--- src/rtl/pipeline_hazard_ctrl.sv ---
// pipeline_hazard_ctrl: load-use / branch / multi-cycle MUL-DIV hazard control with watchdog
// and saturating stall/flush performance counters.
module pipeline_hazard_ctrl #(
    parameter int MD_MAX_CYCLES = 64,
    parameter int CNT_W = 16
) (
    input  logic             clk,
    input  logic             rst,
    input  logic [4:0]       rs1_IFID,
    input  logic [4:0]       rs2_IFID,
    input  logic             use_rs1_IFID,
    input  logic             use_rs2_IFID,
    input  logic [4:0]       rd_IDEX,
    input  logic             MemRead_IDEX,
    input  logic             md_start_IDEX,
    input  logic             md_done,
    input  logic             branch_taken_EX,
    input  logic             cnt_clear,
    output logic             PCWrite,
    output logic             IFIDWrite,
    output logic             IDEX_bubble,
    output logic             IFID_flush,
    output logic             EX_hold,
    output logic [CNT_W-1:0] stall_cnt,
    output logic [CNT_W-1:0] flush_cnt,
    output logic             md_timeout
);
    localparam logic [1:0] RUN = 2'd0, LU_STALL = 2'd1, MD_BUSY = 2'd2;
    localparam int WD_W = $clog2(MD_MAX_CYCLES + 1);
    logic [1:0] state_q, state_d;
    logic [WD_W-1:0] wd_q, wd_d, wd_inc;
    logic [CNT_W-1:0] stall_cnt_q, stall_cnt_d, flush_cnt_q, flush_cnt_d;
    logic timeout_q, timeout_d, wd_fire, lu, stall, hold, bubble, flush;
    assign lu = MemRead_IDEX && rd_IDEX != 5'd0 &&
                ((use_rs1_IFID && rd_IDEX == rs1_IFID) || (use_rs2_IFID && rd_IDEX == rs2_IFID));
    assign wd_inc = wd_q + WD_W'(1);
    assign wd_fire = state_q == MD_BUSY && !md_done && wd_inc == WD_W'(MD_MAX_CYCLES);
    always_comb begin
        state_d = state_q;
        wd_d = wd_q;
        stall = 1'b0;
        hold = 1'b0;
        bubble = 1'b0;
        flush = 1'b0;
        case (state_q)
            RUN:
                if (branch_taken_EX) begin
                    flush = 1'b1;
                    bubble = 1'b1;
                end else if (md_start_IDEX) begin
                    stall = 1'b1;
                    hold = 1'b1;
                    wd_d = WD_W'(1);
                    state_d = MD_BUSY;
                end else if (lu) begin
                    stall = 1'b1;
                    bubble = 1'b1;
                    state_d = LU_STALL;
                end
            MD_BUSY:
                if (md_done) begin
                    wd_d = '0;
                    state_d = RUN;
                end else begin
                    stall = 1'b1;
                    hold = 1'b1;
                    wd_d = wd_fire ? '0 : wd_inc;
                    state_d = wd_fire ? RUN : MD_BUSY;
                end
            default: state_d = RUN;
        endcase
    end
    // reset forces idle outputs even while the async reset is still held
    assign PCWrite = rst || !stall;
    assign IFIDWrite = rst || !stall;
    assign IDEX_bubble = !rst && bubble;
    assign IFID_flush = !rst && flush;
    assign EX_hold = !rst && hold;
    assign stall_cnt_d = cnt_clear ? '0 : (!PCWrite && !(&stall_cnt_q)) ? stall_cnt_q + CNT_W'(1) : stall_cnt_q;
    assign flush_cnt_d = cnt_clear ? '0 : (IFID_flush && !(&flush_cnt_q)) ? flush_cnt_q + CNT_W'(1) : flush_cnt_q;
    assign timeout_d = cnt_clear ? 1'b0 : timeout_q || wd_fire;
    always_ff @(posedge clk or posedge rst) begin
        if (rst) begin
            state_q <= RUN;
            wd_q <= '0;
            stall_cnt_q <= '0;
            flush_cnt_q <= '0;
            timeout_q <= 1'b0;
        end else begin
            state_q <= state_d;
            wd_q <= wd_d;
            stall_cnt_q <= stall_cnt_d;
            flush_cnt_q <= flush_cnt_d;
            timeout_q <= timeout_d;
        end
    end
    assign stall_cnt = stall_cnt_q;
    assign flush_cnt = flush_cnt_q;
    assign md_timeout = timeout_q;
endmodule
--- config.mk ---
export PLATFORM = sky130hd
export DESIGN_NAME = pipeline_hazard_ctrl
export DESIGN_NICKNAME = d
export VERILOG_FILES = /design/src/rtl/pipeline_hazard_ctrl.sv
export SDC_FILE = /design/constraint.sdc
export NUM_CORES = 1
export LEC_CHECK = 0
export ABC_AREA = 1
export BUFFER_PORTS_ARGS = -buffer_cell sky130_fd_sc_hd__buf_4
export CORE_MARGIN = 10
export CORE_UTILIZATION = 30
export CTS_BUF_LIST = sky130_fd_sc_hd__clkbuf_4
export DETAILED_ROUTE_END_ITERATION = 8
export GPL_TIMING_DRIVEN = 0
export PLACE_DENSITY = 0.51
export REMOVE_ABC_BUFFERS = 1
export SETUP_SLACK_MARGIN = 0.3
export SYNTH_ARGS = -nofsm -noshare
export SYNTH_HDL_FRONTEND = slang
export SYNTH_SLANG_ARGS = --single-unit
--- constraint.sdc ---
create_clock -name clk -period 4.8 [get_ports clk]
set_clock_uncertainty 0.15 [all_clocks]
set_input_delay 0.72 -clock clk [delete_from_list [all_inputs] [get_ports clk]]
set_output_delay 0.72 -clock clk [all_outputs]
set_load 0.01 [all_outputs]
==> results of run 1 <==
==> area by class of cell <==
type	count	area, sq um	share of cell area, %
Inverter	54	203	6.02
Clock buffer	5	37.5	1.12
Multi-Input combinational cell	284	1440	42.8
Sequential cell	42	1050	31.2
Clock inverter	3	21.3	0.632
Tap cell	108	135	4.01
Timing Repair Buffer	62	478	14.2
==> cell usage in the layout, fill, tap and decap left out <==
cell type,Yosys,routed
nand2_1,102,102
buf_4,1,61
nor2_1,52,52
inv_1,52,51
dfrtp_1,42,42
nand3_1,40,40
xor2_1,16,16
nor3_1,15,15
o21ai_0,13,13
a21oi_1,12,12
clkbuf_4,0,5
nor2_2,4,4
ha_1,4,4
inv_2,2,3
nand3_2,3,3
xnor2_1,3,3
o21a_1,3,3
nand2_4,2,2
nor4_1,2,2
o31ai_1,2,2
nand4_1,2,2
nor3_4,1,1
nand4_4,1,1
nor2_4,1,1
nand3_4,1,1
nor3_2,1,1
o22ai_1,1,1
a31oi_1,1,1
a32o_1,1,1
and3_1,1,1
clkinv_4,0,1
clkinv_2,0,1
clkinvlp_4,0,1
buf_12,0,1
==> sequential cells by signal (all words and copies together) (netlist names) <==
name,count
stall_cnt,16
state_q,2
md_timeout,1
flush_cnt,16
wd_q,7
==> path summary, 6_finish.rpt <==
check	startpoint	endpoint	slack, ns	cells past startpoint
worst max register to register	stall_cnt[0]$_DFFE_PP0P_	stall_cnt[15]$_DFFE_PP0P_	2.57	10
worst min register to register	md_timeout$_DFF_PP0_	md_timeout$_DFF_PP0_	0.36	1
worst max-delay path	rd_IDEX[4]	IFIDWrite	2.10	13
worst min-delay path	rst	wd_q[0]$_DFFE_PP0P_	0.09	2
min in group clk	md_timeout$_DFF_PP0_	md_timeout$_DFF_PP0_	0.36	1
max in group asynchronous	rst	stall_cnt[9]$_DFFE_PP0P_	3.95	3
==> power by group through the flow <==
stage	combinational, mW	clock, mW	sequential (mW)
finish	0.121	0.189	0.377
global route	0.139	0.212	0.380
CTS	0.123	0.203	0.377
detailed placement	0.123	0	0.384
global placement	0.120	0	0.384
floorplan	0.0675	0	0.384
==> per-stage QoR <==
stage               instance area (sq um)  power [mW]  hold slack (ns)  std cells  utilization [%]
floorplan                            2690       0.452            0.319        380                -
global placement                     3290       0.504            0.328        549             37.3
detailed placement                   3310       0.507            0.339        550             37.6
CTS                                  3370       0.704           0.0723        558             38.2
global route                         3370       0.730           0.0698        558             38.2
finish                               3370       0.687           0.0898        558             38.2
==> metal layers <==
metal / global-route usage (%) / up-vias
met5: 0 / -
met4: 2.50 / 0
met3: 3.15 / 7
met2: 18.9 / 60
met1: 13.3 / 1189
li1: - / 1352
==> cells by family (layout without fill, tap and decap cells) <==
group                    count (synthesis)  in the layout  share of synthesized area [%]
AO/OA/AOI/OAI                           33             33                           6.75
buffers and inverters                   62            124                           9.17
AND/OR/NAND/NOR                        228            228                           37.9
adder cells (fa/ha/maj)                  4              4                           1.82
flip-flops                              42             42                           38.3
XOR/XNOR                                19             19                           6.07
==> flow_summary_export.csv, run 1 <==
group,metric,value,unit
floorplan,rows,34,
final_layout,area_delta_synth_final,22.7,%
floorplan,die_h,116,um
pwr,combPwrFrac,17.6,%
yosys,yosysSeqAreaShare,38.3,%
sta,grt_setup_unrepaired,"false",
drt,vias,2608,
yosys,synth_area_leader_cell,"dfrtp_1",
yosys,synth-seq-cells,42,
drt,route.detailed.drc,0,
floorplan,start_util,31.1,%
global_route,antenna_found_initial,0,
drt,routed_wl,7150,um
yosys,synth_cell_type_count,31,
placed_design,dp_hpwl,5440,um
setup_path,crit_top_cell,"nand2_1",
sta,finalCritPeriodShare,56.3,%
global_route,track_usage,11.0,%
setup_path,cp_max_fo,4,
drt,drt_pass1_iterations,7,
pwr,clockPowerShare,27.5,%
floorplan,dieArea,0.0134,sq mm
clock_network,postCtsHoldBufs,0,
outcome,outcome,"complete, no violations",
clock_network,cts_setup_buffers,0,
yosys,ys.flop_type,"dfrtp_1",
setup_path,worst_ep_arrival_time,1.83,ns
placed_design,pre_cts_slack,2.10,ns
yosys,synth_area_leaders,"dfrtp_1 38%, nand2_1 14%, nand3_1 7.3%, inv_1 7.1%, nor2_1 7.1%",
setup_path,cp_slowest_stage_delay,0.16,ns
yosys,syn_inst,388,
clock_network,clk_pin_slew_worst_paths,0.15,ns
sta,tns,0,ns
clock_network,clock_path_buffers,2,
floorplan,core,0.00881,sq mm
clock_network,cts_buffers,5,
sta,worst_pin_slew,0.957,ns
final_layout,n_antenna_cell,0,
drt,drtAntennaViolNets,0,
clock_network,cts_max_level,2,
placed_design,io_buffer_count,61,
sta,setup_ws,2.10,ns
clock_network,clock-sinks,42,
pwr,switching_power,216,uW
yosys,synth_edf_count,0,
yosys,synthArstFlopShare,100,%
yosys,ys_warn_count,0,
sta,hold_viol_final,0,
floorplan,ios,62,
drt,routedWlPerCell,12.8,um
drt,drt_iter0_drc,69,
drt,wl_met2,3420,um
floorplan,fp.dieW,116,um
pwr,p_sw_share,31.4,%
clock_network,post_cts_resized,0,
pwr,max-vdd-ir-drop,90.6,uV
placed_design,gp_congestion,0.756,
setup_path,crit_path_start_kind,"input pin",
pwr,cellInternalPower,471,uW
setup_path,crit_family,"simple AND/OR/NAND/NOR gates",
setup_path,cp_slowest_cell,"buf_4",
global_route,grt_overflow_total,0,
drt,met1_length,3220,um
yosys,syn_area,0.00274,sq mm
yosys,synth.most_common_cell,"nand2_1",
pwr,p_per_area,204,mW/mm^2
sta,layout_min_cycle_time,2.70,ns
clock_network,cts_root_buf,"clkbuf_4",
drt,top_layer,"met4",
final_layout,nets,477,
sta,fmax,370,MHz
final_layout,fillerInstances,958,
clock_network,cts_tree,"yes",
sta,maxSlewViolCount,0,
sta,slew_headroom,36.1,%
yosys,synthTopCellsByCount,"102 x nand2_1, 52 x inv_1, 52 x nor2_1, 42 x dfrtp_1, 40 x nand3_1",
flow_run,drv_cap,0,
global_route,grt_pass1_vias,2552,
yosys,synth.avg_cell_area,7.07,sq um
setup_path,required,3.93,ns
pwr,p_leak,1.70,nW
setup_path,cp_num_buf_inv,3,
setup_path,end_kind,"output port",
sta,setup_viol,0,
drt,wl_met3,441,um
global_route,grt_max_degree,40,
global_route,grt_pass1_wl,12200,um
clock_network,clock_latency,0.37,ns
setup_path,cp_cell_sequence,"buf_4 > inv_1 > nand2_1 > nand2_1 > nor2_1 > nand3_1 > nand2_1 > nand2_1 > nand2_1 > nand3_1 > nand2_1 > nand2_1 > buf_4",
final_layout,drive_above_1_share,19.3,%
pwr,power_frac_seq,54.9,%
drt,viasPerCell,4.67,
setup_path,worst-setup-path-type,"in2out",
yosys,synth_top_area_share,38.3,%
hold_path,worst_hold_path_type,"in2async",
(Power assumes the default switching activity.)
==> inputs of run 2 (changes only) <==
--- a/config.mk
+++ b/config.mk
@@ -12,7 +12,7 @@
 export CTS_BUF_LIST = sky130_fd_sc_hd__clkbuf_4
 export DETAILED_ROUTE_END_ITERATION = 8
 export GPL_TIMING_DRIVEN = 0
-export PLACE_DENSITY = 0.51
+export PLACE_DENSITY = 0.53
 export REMOVE_ABC_BUFFERS = 1
 export SETUP_SLACK_MARGIN = 0.3
 export SYNTH_ARGS = -nofsm -noshare
==> constraint.sdc (replaced) <==
create_clock -name clk -period 2.4 [get_ports clk]
set_clock_uncertainty 0.15 [all_clocks]
set_input_delay 0.36 -clock clk [delete_from_list [all_inputs] [get_ports clk]]
set_output_delay 0.36 -clock clk [all_outputs]
set_load 0.01 [all_outputs]
==> flow_summary_export.csv, run 2 (same netlist as run 1, synthesis figures left out) <==
group,metric,value,unit
outcome,outcome,"complete, no violations",
setup_path,reg2reg_slack,0.34,ns
final_layout,n_antenna_cell,0,
final_layout,area_delta_synth_final,30.3,%
drt,drtAntennaViolNets,0,
drt,viasPerCell,4.70,
sta,maxSlewViolCount,0,
setup_path,worst_ep_arrival_time,2.20,ns
floorplan,die_h,116,um
placed_design,pre_cts_slack,0.176,ns
global_route,use_met2,19.0,%
global_route,grt.met3_usage,2.84,%
final_layout,final_cells,568,
drt,routed_wl,7330,um
placed_design,dp_hpwl,5370,um
hold_path,worst_hold_path_type,"in2async",
setup_path,end_kind,"register",
drt,drt_pass1_iterations,4,
sta,grt_setup_unrepaired,"true",
global_route,grt_pass1_vias,2544,
pwr,p_leak,1.77,nW
global_route,antenna_found_initial,0,
sta,setup_ws,0.344,ns
sta,slew_headroom,30.2,%
floorplan,start_util,31.1,%
sta,hold_viol_final,0,
global_route,grt_overflow_total,0,
clock_network,cts_root_buf,"clkbuf_4",
placed_design,dp.cells,550,
final_layout,drive_above_1_share,24.6,%
clock_network,clock_latency,0.34,ns
final_layout,final_cell_mix,"96 x nand2_1, 66 x buf_4, 49 x inv_1",
drt,route.detailed.drc,0,
clock_network,clock_path_buffers,2,
sta,finalCritPeriodShare,85.7,%
global_route,grt_max_degree,32,
final_layout,layout_commonest_cell,"nand2_1",
flow_run,drv_cap,0,
placed_design,gp_congestion,0.773,
global_route,grt_pass1_wl,12200,um
global_route,met1_usage,13.4,%
floorplan,fp.dieW,116,um
final_layout,fillerInstances,905,
global_route,grt-busiest-layer,"met2",
sta,setup_viol,0,
pwr,p_per_area,417,mW/mm^2
sta,worst_pin_slew,1.05,ns
setup_path,worst-setup-path-type,"reg2reg",
clock_network,clk_pin_slew_worst_paths,0.13,ns
floorplan,core,0.00881,sq mm
placed_design,io_buffer_count,61,
clock_network,clock-sinks,42,
floorplan,rows,34,
sta,layout_min_cycle_time,2.06,ns
setup_path,crit_path_start_kind,"register",
floorplan,ios,62,
final_layout,nets,488,
clock_network,cts_buffers,5,
sta,tns,0,ns
global_route,track_usage,11.0,%
floorplan,dieArea,0.0134,sq mm
sta,fmax,486,MHz
setup_path,cp_max_fo,5,
drt,drt_iter0_drc,91,
drt,vias,2668,
clock_network,cts_tree,"yes",
final_layout,final_core_utilization,40.6,%
drt,routedWlPerCell,12.9,um
pwr,max-vdd-ir-drop,190,uV
setup_path,required,2.54,ns
clock_network,cts_max_level,2,
run 2: cell types whose count changed in the layout (fill, tap and decap cells not counted), sizes merged:
| cell | before | now |
|---|---|---|
| buf | 62 | 71 |
| dlygate4sd3 | 0 | 2 |
| clkinvlp | 1 | 0 |
| clkinv | 2 | 1 |
| bufinv | 0 | 1 |
run 2: area by class of cell:
| class | count | area [sq um] | share of cell area [%] |
|---|---|---|---|
| inverters | 54 | 205 | 5.74 |
| repair buffers | 73 | 583 | 16.3 |
| clock buffers | 5 | 37.5 | 1.05 |
| clock inverters | 2 | 33.8 | 0.945 |
| multi-input cells | 284 | 1530 | 42.7 |
| well taps | 108 | 135 | 3.78 |
| flip-flops and latches | 42 | 1050 | 29.4 |
run 2: routing by layer:
layer | up-vias | share of wire [%]
met3 | 2 | 5.0
met5 | - | 0
li1 | 1374 | -
met2 | 47 | 49
met1 | 1245 | 45
met4 | 0 | 0.42
run 2: path summary, 6_finish.rpt:
| kind | from | depth (start not counted) | end |
|---|---|---|---|
| min in group clk | md_done | 2 | wd_q[2]$_DFFE_PP0P_ |
| max reg2reg | stall_cnt[1]$_DFFE_PP0P_ | 10 | stall_cnt[4]$_DFFE_PP0P_ |
| min reg2reg | md_timeout$_DFF_PP0_ | 1 | md_timeout$_DFF_PP0_ |
| max | stall_cnt[1]$_DFFE_PP0P_ | 10 | stall_cnt[4]$_DFFE_PP0P_ |
| max in group asynchronous | rst | 3 | flush_cnt[12]$_DFFE_PP0P_ |
| min | rst | 4 | wd_q[4]$_DFFE_PP0P_ |
run 2: repair_timing:
item                                   4_1_cts  5_1_grt
endpoints found under the hold margin       11        1
setup endpoints to repair                   19       31
buffers inserted                             2        5
pin swaps                                    1        4
hold buffers                                 2        1
gates resized for setup                      5       23
gates cloned                                 0        1
run 2: where the power goes:
group	total, mW	internal (mW)	switching, mW
Combinational	0.284	0.124	0.160
Clock	0.450	0.211	0.239
Sequential	0.757	0.729	0.0283
run 2: per-stage QoR:
step	area (sq um)	hold slack (ns)	total power, mW
final	3570	0.0185	1.49
after global routing	3570	0.0173	1.58
after CTS	3430	0.000318	1.48
after floorplan	2690	0.273	0.903
after detailed placement	3310	0.202	1.02
after global placement	3290	0.330	1.01
run 2: worst max-delay path, stage by stage (launching register included):
cell and delay [ns]:
dfrtp_1 0.45, ha_4 0.17, nand3_2 0.12, nor3_4 0.27, nand4_4 0.13, nor2_4 0.13, nand3_2 0.09, nand3_4 0.13
buf_2 0.18, nand3_1 0.07, nand2_1 0.10
==> inputs of run 3 (changes only) <==
--- a/config.mk
+++ b/config.mk
@@ -5,16 +5,15 @@
 export SDC_FILE = /design/constraint.sdc
 export NUM_CORES = 1
 export LEC_CHECK = 0
-export ABC_AREA = 1
 export BUFFER_PORTS_ARGS = -buffer_cell sky130_fd_sc_hd__buf_4
 export CORE_MARGIN = 10
 export CORE_UTILIZATION = 30
 export CTS_BUF_LIST = sky130_fd_sc_hd__clkbuf_4
 export DETAILED_ROUTE_END_ITERATION = 8
 export GPL_TIMING_DRIVEN = 0
-export PLACE_DENSITY = 0.53
+export PLACE_DENSITY = 0.54
 export REMOVE_ABC_BUFFERS = 1
-export SETUP_SLACK_MARGIN = 0.3
+export SETUP_SLACK_MARGIN = 0.5
 export SYNTH_ARGS = -nofsm -noshare
 export SYNTH_HDL_FRONTEND = slang
 export SYNTH_SLANG_ARGS = --single-unit
==> flow_summary_export.csv, run 3 <==
group,metric,value,unit
clock_network,clk_pin_slew_worst_paths,0.13,ns
sta,worst_pin_slew,0.647,ns
placed_design,gp_congestion,0.829,
yosys,synth_area_leaders,"dfrtp_1 43%, xnor2_1 7.1%, nor2_1 4.9%, a21oi_1 3.2%, nand2_1 2.9%",
global_route,grt_max_degree,34,
sta,hold_viol_final,0,
setup_path,worst-setup-path-type,"reg2reg",
global_route,grt_pass1_vias,2422,
drt,routed_wl,8110,um
floorplan,die_h,111,um
setup_path,cp_max_fo,8,
global_route,grt_overflow_total,0,
clock_network,cts_root_buf,"clkbuf_4",
setup_path,end_kind,"register",
floorplan,start_util,30.5,%
global_route,grt_pass1_wl,12900,um
yosys,ys_warn_count,0,
yosys,synth_cell_type_count,44,
sta,fmax,446,MHz
final_layout,drive_above_1_share,49.1,%
yosys,syn_inst,271,
floorplan,core,0.00809,sq mm
placed_design,io_buffer_count,61,
setup_path,reg2reg_from,"state_q[1]$_DFFE_PP0P_",
pwr,p_leak,1.76,nW
sta,slew_headroom,56.8,%
yosys,synth_edf_count,0,
setup_path,crit_path_start_kind,"register",
clock_network,clock-sinks,42,
sta,setup_viol,0,
yosys,synthArstFlopShare,100,%
global_route,antenna_found_initial,1,
clock_network,clock_latency,0.35,ns
global_route,track_usage,12.3,%
drt,drt_pass1_iterations,4,
yosys,synth_area_leader_cell,"dfrtp_1",
final_layout,nets,424,
yosys,synthTopCellsByCount,"42 x dfrtp_1, 32 x nor2_1, 20 x xnor2_1, 19 x nand2_1, 16 x a21oi_1",
yosys,synth.most_common_cell,"dfrtp_1",
sta,setup_ws,0.158,ns
drt,drt_iter0_drc,159,
placed_design,pre_cts_slack,-0.444,ns
outcome,outcome,"complete, no violations",
clock_network,cts_buffers,5,
pwr,p_per_area,373,mW/mm^2
clock_network,clock_path_buffers,2,
sta,finalCritPeriodShare,93.4,%
drt,route.detailed.drc,0,
floorplan,dieArea,0.0122,sq mm
flow_run,drv_cap,0,
yosys,yosysSeqAreaShare,42.6,%
final_layout,area_delta_synth_final,64.1,%
drt,vias,2592,
sta,layout_min_cycle_time,2.24,ns
setup_path,setup.worst_path.start,"state_q[1]$_DFFE_PP0P_",
placed_design,dp_hpwl,4730,um
drt,routedWlPerCell,16.1,um
pwr,max-vdd-ir-drop,233,uV
yosys,ys.flop_type,"dfrtp_1",
floorplan,fp.dieW,111,um
yosys,synth-seq-cells,42,
yosys,syn_area,0.00246,sq mm
clock_network,cts_tree,"yes",
setup_path,worst_ep_arrival_time,2.38,ns
final_layout,layout_commonest_cell,"buf_4",
clock_network,cts_max_level,2,
sta,tns,0,ns
floorplan,ios,62,
sta,holdWs,0.0176,ns
drt,viasPerCell,5.15,
floorplan,rows,33,
drt,drtAntennaViolNets,0,
sta,maxSlewViolCount,0,
yosys,synth.avg_cell_area,9.10,sq um
yosys,synth_top_area_share,42.6,%
final_layout,final_cell_mix,"103 x buf_4, 32 x dfrtp_1, 26 x nor2_1",
sta,grt_setup_unrepaired,"true",
hold_path,worst_hold_path_type,"in2async",
setup_path,required,2.54,ns
final_layout,final_core_utilization,50.0,%
==> run 3: cell types whose count changed after synthesis, moves of 6 or more <==
cell / previous run / this run
nand2_1: 102 / 19
inv_1: 52 / 8
nand3_1: 40 / 14
nor2_1: 52 / 32
xnor2_1: 3 / 20
nand4_1: 2 / 11
or3_1: 0 / 9
xor2_1: 16 / 7
o21ai_1: 0 / 8
o21ai_0: 13 / 6
or4_1: 0 / 7
nor3_1: 15 / 9
==> run 3: timing repair <==
action                                  in CTS  in global routing
buffers inserted                            36                 25
gates cloned                                 3                  0
hold buffers                                 2                  0
endpoints found under the setup margin      44                 46
gates resized for setup                     56                 49
pin swaps                                   41                 28
hold endpoints to repair                     9                  0
==> run 3: logic make-up after synthesis <==
kind of cell,count (synthesis),share of synthesized area (%)
flip-flops,42,42.6
buffers and inverters,18,3.86
adder cells (fa/ha/maj),4,2.03
XOR/XNOR,27,9.59
AND/OR/NAND/NOR,124,26.0
AO/OA/AOI/OAI,53,14.6
multiplexers,3,1.22
==> run 3: worst paths after layout <==
path                                             end  slack, ns  cells after the start
hold / removal                   wd_q[0]$_DFFE_PP0P_       0.02                      4
max in group asynchronous   stall_cnt[6]$_DFFE_PP0P_       1.31                      3
setup reg to reg           stall_cnt[12]$_DFFE_PP0P_       0.16                      6
setup / recovery           stall_cnt[12]$_DFFE_PP0P_       0.16                      6
hold reg to reg                 md_timeout$_DFF_PP0_       0.38                      1
min in group clk              state_q[0]$_DFFE_PP0P_       0.03                      2
==> run 3: through the flow <==
stage                     cells  instance area (sq um)  power [mW]
after global routing        503                   4040        1.60
after global placement      427                   2990       0.972
final                       503                   4040        1.51
after detailed placement    428                   3010       0.981
after floorplan             261                   2400       0.879
after CTS                   477                   3630        1.47
==> run 3: worst max-delay path, stage by stage, from the launching register on <==
cell and delay [ns]:
dfrtp_2 0.46, or4_4 0.55, nor3_4 0.23, buf_6 0.15, a21oi_4 0.09, or4_1 0.43
a21oi_2 0.13
==> run 3: layout make-up <==
class,count,area [sq um]
Timing Repair Buffer,125,1060
Tap cell,105,131
Sequential cell,42,1060
Multi-Input combinational cell,214,1700
Clock inverter,2,8.76
Antenna cell,1,2.50
Fill cell,795,4050
Clock buffer,6,45.0
Inverter,8,35.0
==> run 3: power by group <==
group / internal (mW) / total, mW / switching [mW] / leakage, nW
Combinational: 0.207 / 0.402 / 0.196 / 1.17
Clock: 0.122 / 0.361 / 0.239 / 0.0331
Sequential: 0.725 / 0.747 / 0.0217 / 0.566
Total: 1.05 / 1.51 / 0.456 / 1.76
==> run 3: routing by layer <==
metal / share of wire, % / track usage, %
met4: 1.3 / 3.56
met1: 45 / 16.0
met3: 5.0 / 2.81
met5: 0 / 0
met2: 49 / 19.7
